--- src/rtl/layer_mac_sequencer.sv ---
`default_nettype none
// ============================================================================
// Module   : layer_mac_sequencer
// Brief    : Counts per-input acks for each neuron of a fully connected layer,
//            fires the MAC unit under backpressure and flags end of layer.
// Revision : 1.0 - initial release
// ============================================================================
module layer_mac_sequencer #(
    parameter int N_INPUTS   = 4,
    parameter int N_NEURONS  = 3,
    parameter int IDX_W      = 8,
    parameter int CONTINUOUS = 0
) (
    input  logic             clk,
    input  logic             rst,
    input  logic             start_i,
    input  logic             ack_i,
    input  logic             mac_ready_i,
    output logic             ack_mac_o,
    output logic             busy_o,
    output logic [IDX_W-1:0] in_idx_o,
    output logic [IDX_W-1:0] neuron_idx_o,
    output logic             layer_done_o,
    output logic             ack_drop_o
);

    typedef enum logic [1:0] {
        S_IDLE  = 2'd0,
        S_ACCUM = 2'd1,
        S_FIRE  = 2'd2,
        S_DONE  = 2'd3
    } state_t;

    localparam logic [IDX_W-1:0] IN_LAST  = IDX_W'(N_INPUTS - 1);
    localparam logic [IDX_W-1:0] NEU_LAST = IDX_W'(N_NEURONS - 1);
    localparam logic [IDX_W-1:0] IDX_ONE  = IDX_W'(1);

    state_t           state_q, state_d;
    logic [IDX_W-1:0] in_idx_q, in_idx_d;
    logic [IDX_W-1:0] neuron_idx_q, neuron_idx_d;
    logic             ack_mac_q, busy_q, layer_done_q, ack_drop_q;
    logic             ack_drop_d;

    always_comb begin
        state_d      = state_q;
        in_idx_d     = in_idx_q;
        neuron_idx_d = neuron_idx_q;
        // Acks are only reported as dropped once a pass is underway.
        ack_drop_d   = ack_i && ((state_q == S_FIRE) || (state_q == S_DONE));
        case (state_q)
            S_IDLE: begin
                if (start_i) begin
                    state_d      = S_ACCUM;
                    in_idx_d     = '0;
                    neuron_idx_d = '0;
                end
            end
            S_ACCUM: begin
                if (ack_i) begin
                    if (in_idx_q == IN_LAST) begin
                        state_d  = S_FIRE;
                        in_idx_d = '0;
                    end else begin
                        in_idx_d = in_idx_q + IDX_ONE;
                    end
                end
            end
            S_FIRE: begin
                if (mac_ready_i) begin
                    if (neuron_idx_q == NEU_LAST) begin
                        state_d = S_DONE;
                    end else begin
                        state_d      = S_ACCUM;
                        neuron_idx_d = neuron_idx_q + IDX_ONE;
                    end
                end
            end
            S_DONE: begin
                if (CONTINUOUS != 0) begin
                    state_d      = S_ACCUM;
                    neuron_idx_d = '0;
                end else begin
                    state_d = S_IDLE;
                end
            end
            default: state_d = S_IDLE;
        endcase
    end

    // Outputs are decoded from the next state so they line up with it.
    always_ff @(posedge clk) begin
        if (!rst) begin
            state_q      <= S_IDLE;
            in_idx_q     <= '0;
            neuron_idx_q <= '0;
            ack_mac_q    <= 1'b0;
            busy_q       <= 1'b0;
            layer_done_q <= 1'b0;
            ack_drop_q   <= 1'b0;
        end else begin
            state_q      <= state_d;
            in_idx_q     <= in_idx_d;
            neuron_idx_q <= neuron_idx_d;
            ack_mac_q    <= (state_d == S_FIRE);
            busy_q       <= (state_d != S_IDLE);
            layer_done_q <= (state_d == S_DONE);
            ack_drop_q   <= ack_drop_d;
        end
    end

    assign ack_mac_o    = ack_mac_q;
    assign busy_o       = busy_q;
    assign in_idx_o     = in_idx_q;
    assign neuron_idx_o = neuron_idx_q;
    assign layer_done_o = layer_done_q;
    assign ack_drop_o   = ack_drop_q;

endmodule
`default_nettype wire

--- config.mk ---
export PLATFORM = sky130hd
export DESIGN_NAME = layer_mac_sequencer
export DESIGN_NICKNAME = d
export VERILOG_FILES = /design/src/rtl/layer_mac_sequencer.sv
export SDC_FILE = /design/constraint.sdc
export NUM_CORES = 1
export LEC_CHECK = 0
export BUFFER_PORTS_ARGS = -buffer_cell sky130_fd_sc_hd__buf_2
export CORE_MARGIN = 2
export CORE_UTILIZATION = 40
export DETAILED_ROUTE_END_ITERATION = 6
export GPL_TIMING_DRIVEN = 1
export PLACE_DENSITY = 0.62
export SETUP_SLACK_MARGIN = 0.2
export SLEW_MARGIN = 0
export SYNTH_ARGS = -nofsm -noshare
export SYNTH_HDL_FRONTEND = slang
export SYNTH_SLANG_ARGS = --single-unit
--- constraint.sdc ---
create_clock -name clk -period 1.5 [get_ports clk]
set_input_delay 0.075 -clock clk [delete_from_list [all_inputs] [get_ports clk]]
set_output_delay 0.075 -clock clk [all_outputs]
set_load 0.02 [all_outputs]
-- After elaboration in Yosys (flattened, before gate mapping)
Cells that the tools add are included.
W data, S select, Z words.
- add/subtract/negate cells: 2
- multiply operators: 0
- divide/modulo/power cells: 0
- order comparisons: 0
- equal/unequal tests: 11
- shift operators: 0
- multiplexer cells: 13
- bitwise operators: 0
- reduce and logical (&&, ||, !) cells: 8
- operators by type and width (cell ; count):
    $mux W8 ; 5
    $pmux W8 S2 ; 2
    $add A8 B1 Y8 const B ; 2
    $eq A8 B2 Y1 const B ; 2
    $mux W2 ; 5
    $eq A2 B2 Y1 const B ; 4
    $ne A2 B2 Y1 const B ; 4
    $pmux W2 S4 ; 1
    $reduce_bool A2 Y1 ; 3
    $reduce_and A4 Y1 ; 1
    $reduce_and A3 Y1 ; 1
    $eq A2 B1 Y1 const B ; 1
    $logic_not A2 Y1 ; 1
    $logic_and A1 B1 Y1 ; 1
    $logic_or A1 B1 Y1 ; 1
- register bits after elaboration: 22
- bits in latches: 0
- bits in writable memories: 0
- memory bits (read-only): 0
- output and inout bits: 20
- memories: 0

-- Depth between registers and ports, before layout
Gate-level depths: netlist of run 1.
- word-level depth: 5
- mapped depth: 6
- depth with buffers taken out: 6

-- Least setup slack after synthesis of run 1
OpenSTA, ideal clock, no wires.
- kind: reg2reg
- start point: register neuron_idx_q[0] (netlist: neuron_idx_o[0])
- end point: register neuron_idx_q[2] (netlist: neuron_idx_o[2])
- setup time: 116 ps
- arrival: 1605 ps
- setup slack: -221 ps
- cell stages (with the launch flop): 7
- buffers on the path: 0
- period minus slack after synthesis: 1721 ps
- cells stage by stage: dfxtp_1 -> inv_1 -> ha_1 -> nor4b_4 -> a311oi_2 -> a211oi_1 -> a31o_2
- longest elaborated chain between the ends: 4
- elaborated cells between the ends (all ways): 7
- classes of those cells: add/sub (1); eq/ne (2); mux (3); reduce/logical (1)
- RTL lines (item ; RTL line ; RTL):
    from (decl) ; 40 ; logic [IDX_W-1:0] neuron_idx_q, neuron_idx_d;
    from (signal assigned) ; 103 ; neuron_idx_q <= neuron_idx_d;
    $add A8 B1 Y8 ; 74 ; neuron_idx_d = neuron_idx_q + IDX_ONE;
    $mux W8 ; 70 ; if (neuron_idx_q == NEU_LAST) begin
    $mux W8 ; 69 ; if (mac_ready_i) begin
    $pmux W8 S2 ; 50 ; case (state_q)
Parallel ways exist; a longest one is shown, timed or not. The select of a mux whose other input is x is not followed.
A chain may end at the register's enable or synchronous reset.

-- Worst setup path after layout of run 1
Ends and elaborated chain as after synthesis.

==> impl_metrics.py, run 1 <==
metrics = {
    "grt": {
        "overflow": 0,
        "top_usage_layer": "met2",
        "grt_util_met1_pct": 21.0,
        "use_met3_pct": 4.68,
        "track_usage_pct": 17.1,
        "antenna_found_initial": 0,
        "grt_pass1_vias": 917,
        "grt_max_degree": 13,
        "use_met2_pct": 28.9,
        "grt_pass1_wl_um": 4200,
    },
    "sta": {
        "finalMaxSlewViolations": 0,
        "setup_violations": 0,
        "max_slew_margin_pct": 73.4,
        "fin_crit_sh_pct": 99.2,
        "layout_min_cycle_time_ps": 1490,
        "rsz0062_at_grt": "yes",
        "final.setup_skew_ps": 13.4,
        "hold_viol_final": 0,
        "tightest_slew_ps": 399,
        "max_freq_ghz": 0.672,
    },
    "logic_synthesis": {
        "synth.top_cell.area_share_pct": 41.7,
        "async_reset_ff_share_pct": 0,
        "synth_edf_count": 0,
        "synth_area_leaders": "dfxtp_1 (42%), xnor2_1 (9.1%), nor2_1 (6.0%)",
        "synth.cell_area_mm2": 0.00106,
        "ys_types": 32,
        "ys_warn_count": 0,
        "netlist_instances": 116,
        "synthFlopType": "dfxtp_1",
        "ys_seq_area_share_pct": 41.7,
        "yosysTopAreaCell": "dfxtp_1",
        "syn_nets": 124,
        "syn_area_per_cell_um2": 9.10,
        "ys_ff_latch": 22,
    },
    "placement": {
        "dp_hpwl_um": 1800,
        "placed_cells": 178,
        "place_congestion": 0.737,
        "post_dp_cell_area_mm2": 0.00135,
        "portBuffers": 24,
    },
    "power_and_ir_drop": {
        "comb_power_share_pct": 15.9,
        "leakage_nw": 0.588,
        "seqPwrFrac_pct": 54.6,
        "clkPwrFrac_pct": 29.6,
        "p_total_mw": 1.10,
        "power.internal_uw": 816,
        "switching_power_uw": 286,
        "netSwitchingFraction_pct": 26.0,
        "p_per_area_mw_per_mm2": 689,
        "ir_worst_vdd_v": 0.000524,
    },
    "die": {
        "initial_core_util_pct": 42.2,
        "die_w_um": 55.4,
        "ioPinCount": 25,
        "coreArea_mm2": 0.00250,
        "dieArea_mm2": 0.00307,
        "rows": 18,
        "die_h_um": 55.4,
    },
    "route": {
        "ant_nets": 0,
        "vias_per_cell": 5.24,
        "dr.pass1.iters": 4,
        "initialDrtViolationCount": 28,
        "num_vias": 986,
        "drc_errors": 0,
        "wl_um": 2620,
        "wl_per_cell_um": 13.9,
    },
    "final_layout": {
        "drive_gt1_share_pct": 52.5,
        "fin_nets": 167,
        "utilization_pct": 63.9,
        "fin_area_mm2": 0.00160,
        "syn_to_final_growth_pct": 51.3,
        "fin_cells": 188,
        "diodes": 0,
    },
    "worst_setup_path": {
        "crit_fanout": 5,
        "cp-end-kind": "register",
        "cpLargestDelayFamily": "compound AO/OA/AOI/OAI gates",
        "cpPeakStageDelay_ps": 370,
        "cp.required_ps": 1710,
        "cp.arrival_ps": 1700,
        "crit_slowest_cell": "dfxtp_4",
        "critPathLaunchType": "register",
        "path_buf_inv": 1,
        "path_cells": "inv_4, ha_4, nor4b_4, a311oi_4, a211oi_2, a31o_2",
        "crit_type": "reg -> reg",
    },
    "cts": {
        "cts.sinks": 22,
        "cts_buffers": 3,
        "h-tree-depth": 1,
        "path_clk_slew_ps": 120,
        "cts-root-buf": "clkbuf_4",
        "clk_latency_ps": 320,
        "cts_tree": "built",
        "clk_path_buf_depth": 2,
    },
    "status": {
        "outcome": "finished clean",
    },
    "job": {
        "cap_violations": 0,
    },
    "worst_hold_path": {
        "hp-class": "in -> reg",
    },
}
==> synthesized netlist by cell type, types with 2 or more instances <==
master	number
o21ai_1	2
nor2_1	17
nor3_1	7
a21boi_0	2
a21oi_1	2
a211oi_1	2
o21a_1	2
nand2b_1	2
dfxtp_1	22
mux2i_1	3
nand3_1	2
xnor2_1	11
nor2b_1	3
nand2_1	9
inv_1	3
buf_2	2
nand4b_1	3
nor3b_1	2
nor4b_1	5
ha_1	3
==> registers in the layout, summed over array words and instances (netlist names) <==
| name | count |
|---|---|
| in_idx_o | 8 |
| neuron_idx_o | 8 |
| state_q | 2 |
| ack_drop_o | 1 |
| ack_mac_o | 1 |
| busy_o | 1 |
| layer_done_o | 1 |
==> worst paths after layout <==
path / start / slack, ps / depth (start not counted) / end
worst max-delay path: neuron_idx_o[0]$_SDFFE_PN0P_ / 10 / 6 / neuron_idx_o[2]$_SDFFE_PN0P_
worst min-delay path: mac_ready_i / 40 / 3 / layer_done_o$_SDFF_PN0_
worst max register to register: neuron_idx_o[0]$_SDFFE_PN0P_ / 10 / 6 / neuron_idx_o[2]$_SDFFE_PN0P_
worst min register to register: in_idx_o[7]$_SDFFE_PN0P_ / 550 / 2 / in_idx_o[7]$_SDFFE_PN0P_
==> tightest hold or removal path, delay by kind of cell <==
kind                   cells  cell delay, ps
and+or+nand+nor            2             130
buffers and inverters      1             130
==> stage by stage <==
step / TNS, ps / hold slack, ps / worst slack, ps
CTS: -30.7 / 21.6 / -16.4
finish: 0 / 41.2 / 12.7
detailed placement: -45.9 / 367 / -28.9
global placement: 0 / 367 / 39.8
global route: -104 / 32.3 / -45.8
floorplan: -4.62 / 209 / -4.62
==> cells in the final DEF (no fill, tap or decap), types with 4 or more instances in the layout <==
cell	count
nand2_1	9
nor2_1	16
nor4b_2	4
dfxtp_1	12
buf_4	14
xnor2_1	11
dfxtp_4	4
buf_2	24
dfxtp_2	6
==> what timing repair did <==
| item | CTS | global route |
|---|---|---|
| pin swaps | 14 | 4 |
| gates cloned | 0 | 0 |
| buffers inserted | 5 | 1 |
| setup endpoints to repair | 18 | 19 |
| hold buffers | 0 | 0 |
| gates resized for setup | 22 | 11 |
==> area by class of cell <==
class | instances | area, um^2
Fill cell | 204 | 902
Timing Repair Buffer | 41 | 259
Multi-Input combinational cell | 88 | 788
Inverter | 3 | 13.8
Tap cell | 30 | 37.5
Clock buffer | 4 | 36.3
Sequential cell | 22 | 463
==> cell families (layout without fill, tap and decap cells) <==
family,after synthesis,count (layout),share of synthesized area [%]
xor gates and xnor gates,11,11,9.12
DFF,22,22,41.7
muxes,3,3,2.84
and+or+nand+nor,55,55,29.3
AOI/OAI and AO/OA,16,16,11.1
buffers and inverters,6,48,2.37
adders and majority gates,3,3,3.55
==> power by group through the flow <==
stage	registers, mW	clock network (mW)	logic [mW]
floorplan	0.625	0	0.0698
global placement	0.612	0	0.130
detailed placement	0.612	0	0.134
CTS	0.600	0.335	0.161
global route	0.603	0.358	0.187
finish	0.601	0.326	0.175
==> routing by layer <==
layer  wire length [um]  vias to the layer above
met3                107                        4
met1               1220                      469
li1                   -                      493
met5                  0                        -
met2               1260                       20
met4                 27                        0
Power figures use the tool's default switching activity.
==> run 2, diff against run 1 <==
Settings changed: MAX_ROUTING_LAYER set to met4.
==> run 2 against run 1 <==
  * Fmax unchanged
  * First-iteration DRC count shrank 14%
  * Global-route usage is 0.48 points higher
  * Clock skew is 1.3 ps higher
  * Design area did not move
  * Largest cell class unchanged
  * Worst hold slack worse by 1.9 ps
  * Cell count stayed put
  * Register-to-register slack hardly changed
==> impl_metrics.py, run 2 (same netlist as run 1, synthesis figures left out) <==
metrics = {
    "sta": {
        "max_slew_margin_pct": 73.4,
        "rsz0062_at_grt": "yes",
        "fin_crit_sh_pct": 99.2,
        "finalMaxSlewViolations": 0,
        "hold_viol_final": 0,
        "tightest_slew_ps": 399,
        "layout_min_cycle_time_ps": 1490,
        "max_freq_ghz": 0.672,
        "final.setup_skew_ps": 14.8,
        "setup_violations": 0,
    },
    "grt": {
        "grt_pass1_wl_um": 4200,
        "use_met2_pct": 28.9,
        "use_met3_pct": 4.68,
        "top_usage_layer": "met2",
        "track_usage_pct": 17.6,
        "grt_pass1_vias": 917,
        "grt_util_met1_pct": 21.0,
        "antenna_found_initial": 0,
        "overflow": 0,
        "grt_max_degree": 13,
    },
    "worst_hold_path": {
        "hp-class": "in -> reg",
        "min_path_cells": 3,
    },
    "worst_setup_path": {
        "cp-end-kind": "register",
        "crit_fanout": 5,
        "ff2ff_path_depth": 6,
        "critPathLaunchType": "register",
        "cp.required_ps": 1710,
        "cp.arrival_ps": 1700,
        "crit_type": "reg -> reg",
        "r2r_setup_slack_ps": 10,
    },
    "power_and_ir_drop": {
        "leakage_nw": 0.588,
        "ir_worst_vdd_v": 0.000524,
        "p_per_area_mw_per_mm2": 690,
    },
    "status": {
        "outcome": "finished clean",
    },
    "final_layout": {
        "fin_nets": 167,
        "register_area_um2": 463,
        "final_cell_mix": "buf_2 (24), nor2_1 (16), buf_4 (14)",
        "drive_gt1_share_pct": 52.5,
        "syn_to_final_growth_pct": 51.3,
        "fin_area_mm2": 0.00160,
        "layout.cells.most_common": "buf_2",
        "diodes": 0,
        "fin_cells": 188,
        "nFillCells": 204,
        "multi_input_area_um2": 788,
    },
    "route": {
        "vias_per_cell": 5.26,
        "initialDrtViolationCount": 24,
        "drc_errors": 0,
        "num_vias": 988,
        "dr.pass1.iters": 5,
        "ant_nets": 0,
        "wl_per_cell_um": 13.9,
        "wl_um": 2620,
    },
    "cts": {
        "clk_path_buf_depth": 2,
        "h-tree-depth": 1,
        "cts-root-buf": "clkbuf_4",
        "cts_buffers": 3,
        "cts_tree": "built",
        "cts_hold_buf": 0,
        "path_clk_slew_ps": 130,
        "cts.sinks": 22,
        "clk_latency_ps": 320,
    },
    "die": {
        "coreArea_mm2": 0.00250,
        "dieArea_mm2": 0.00307,
        "die_h_um": 55.4,
        "rows": 18,
        "ioPinCount": 25,
        "initial_core_util_pct": 42.2,
        "die_w_um": 55.4,
    },
    "placement": {
        "place_congestion": 0.746,
        "dp_hpwl_um": 1800,
        "post_dp_cell_area_mm2": 0.00135,
        "placed_cells": 178,
        "portBuffers": 24,
    },
    "job": {
        "cap_violations": 0,
    },
}
run 2: cell counts in the layout (fill, tap and decap cells not counted):
No cell type changed its count.
run 2: final timing paths:
check	start	to
setup / recovery	neuron_idx_o[0]$_SDFFE_PN0P_	neuron_idx_o[2]$_SDFFE_PN0P_
hold / removal	mac_ready_i	layer_done_o$_SDFF_PN0_
setup reg to reg	neuron_idx_o[0]$_SDFFE_PN0P_	neuron_idx_o[2]$_SDFFE_PN0P_
hold reg to reg	in_idx_o[7]$_SDFFE_PN0P_	in_idx_o[7]$_SDFFE_PN0P_
run 2: layer usage:
metal,wire (um),part of all wire (%),vias to the layer above
li1,-,-,492
met1,1220,47,472
met4,27,1.0,0
met5,0,0,-
met3,110,4.2,4
met2,1250,48,20
run 2: metrics by stage:
step / util (%) / setup TNS [ps] / setup slack [ps] / total power, mW / hold slack [ps]
after floorplan: - / -4.62 / -4.62 / 0.694 / 209
after global placement: 53.9 / 0 / 39.8 / 0.742 / 367
after detailed placement: 53.9 / -45.9 / -28.9 / 0.746 / 367
after CTS: 61.6 / -30.7 / -16.4 / 1.10 / 21.6
after global routing: 63.9 / -104 / -45.8 / 1.15 / 32.3
final: 63.9 / 0 / 12.7 / 1.10 / 39.3
run 2: timing repair:
action,CTS,global route
cloned,0,0
pin swaps,14,4
setup endpoints to repair,18,19
resized for setup,22,11
setup buffers,5,1
run 2: layout make-up:
cell class	count	area share, %
inverter	3	0.861
timing repair buffer	41	16.2
sequential	22	29.0
tap	30	2.35
clock buffer	4	2.27
multi-input combinational	88	49.3
run 2: report_power, final:
group / total, mW / internal [mW] / switching [mW]
sequential: 0.601 / 0.592 / 0.00947
clock: 0.327 / 0.149 / 0.179
combinational: 0.175 / 0.0756 / 0.0993
run 2: worst max-delay path: stages (launching register included):
cell,delay [ps]
dfxtp_4,370
inv_4,30
ha_4,140
nor4b_4,140
a311oi_4,360
a211oi_2,130
a31o_2,220
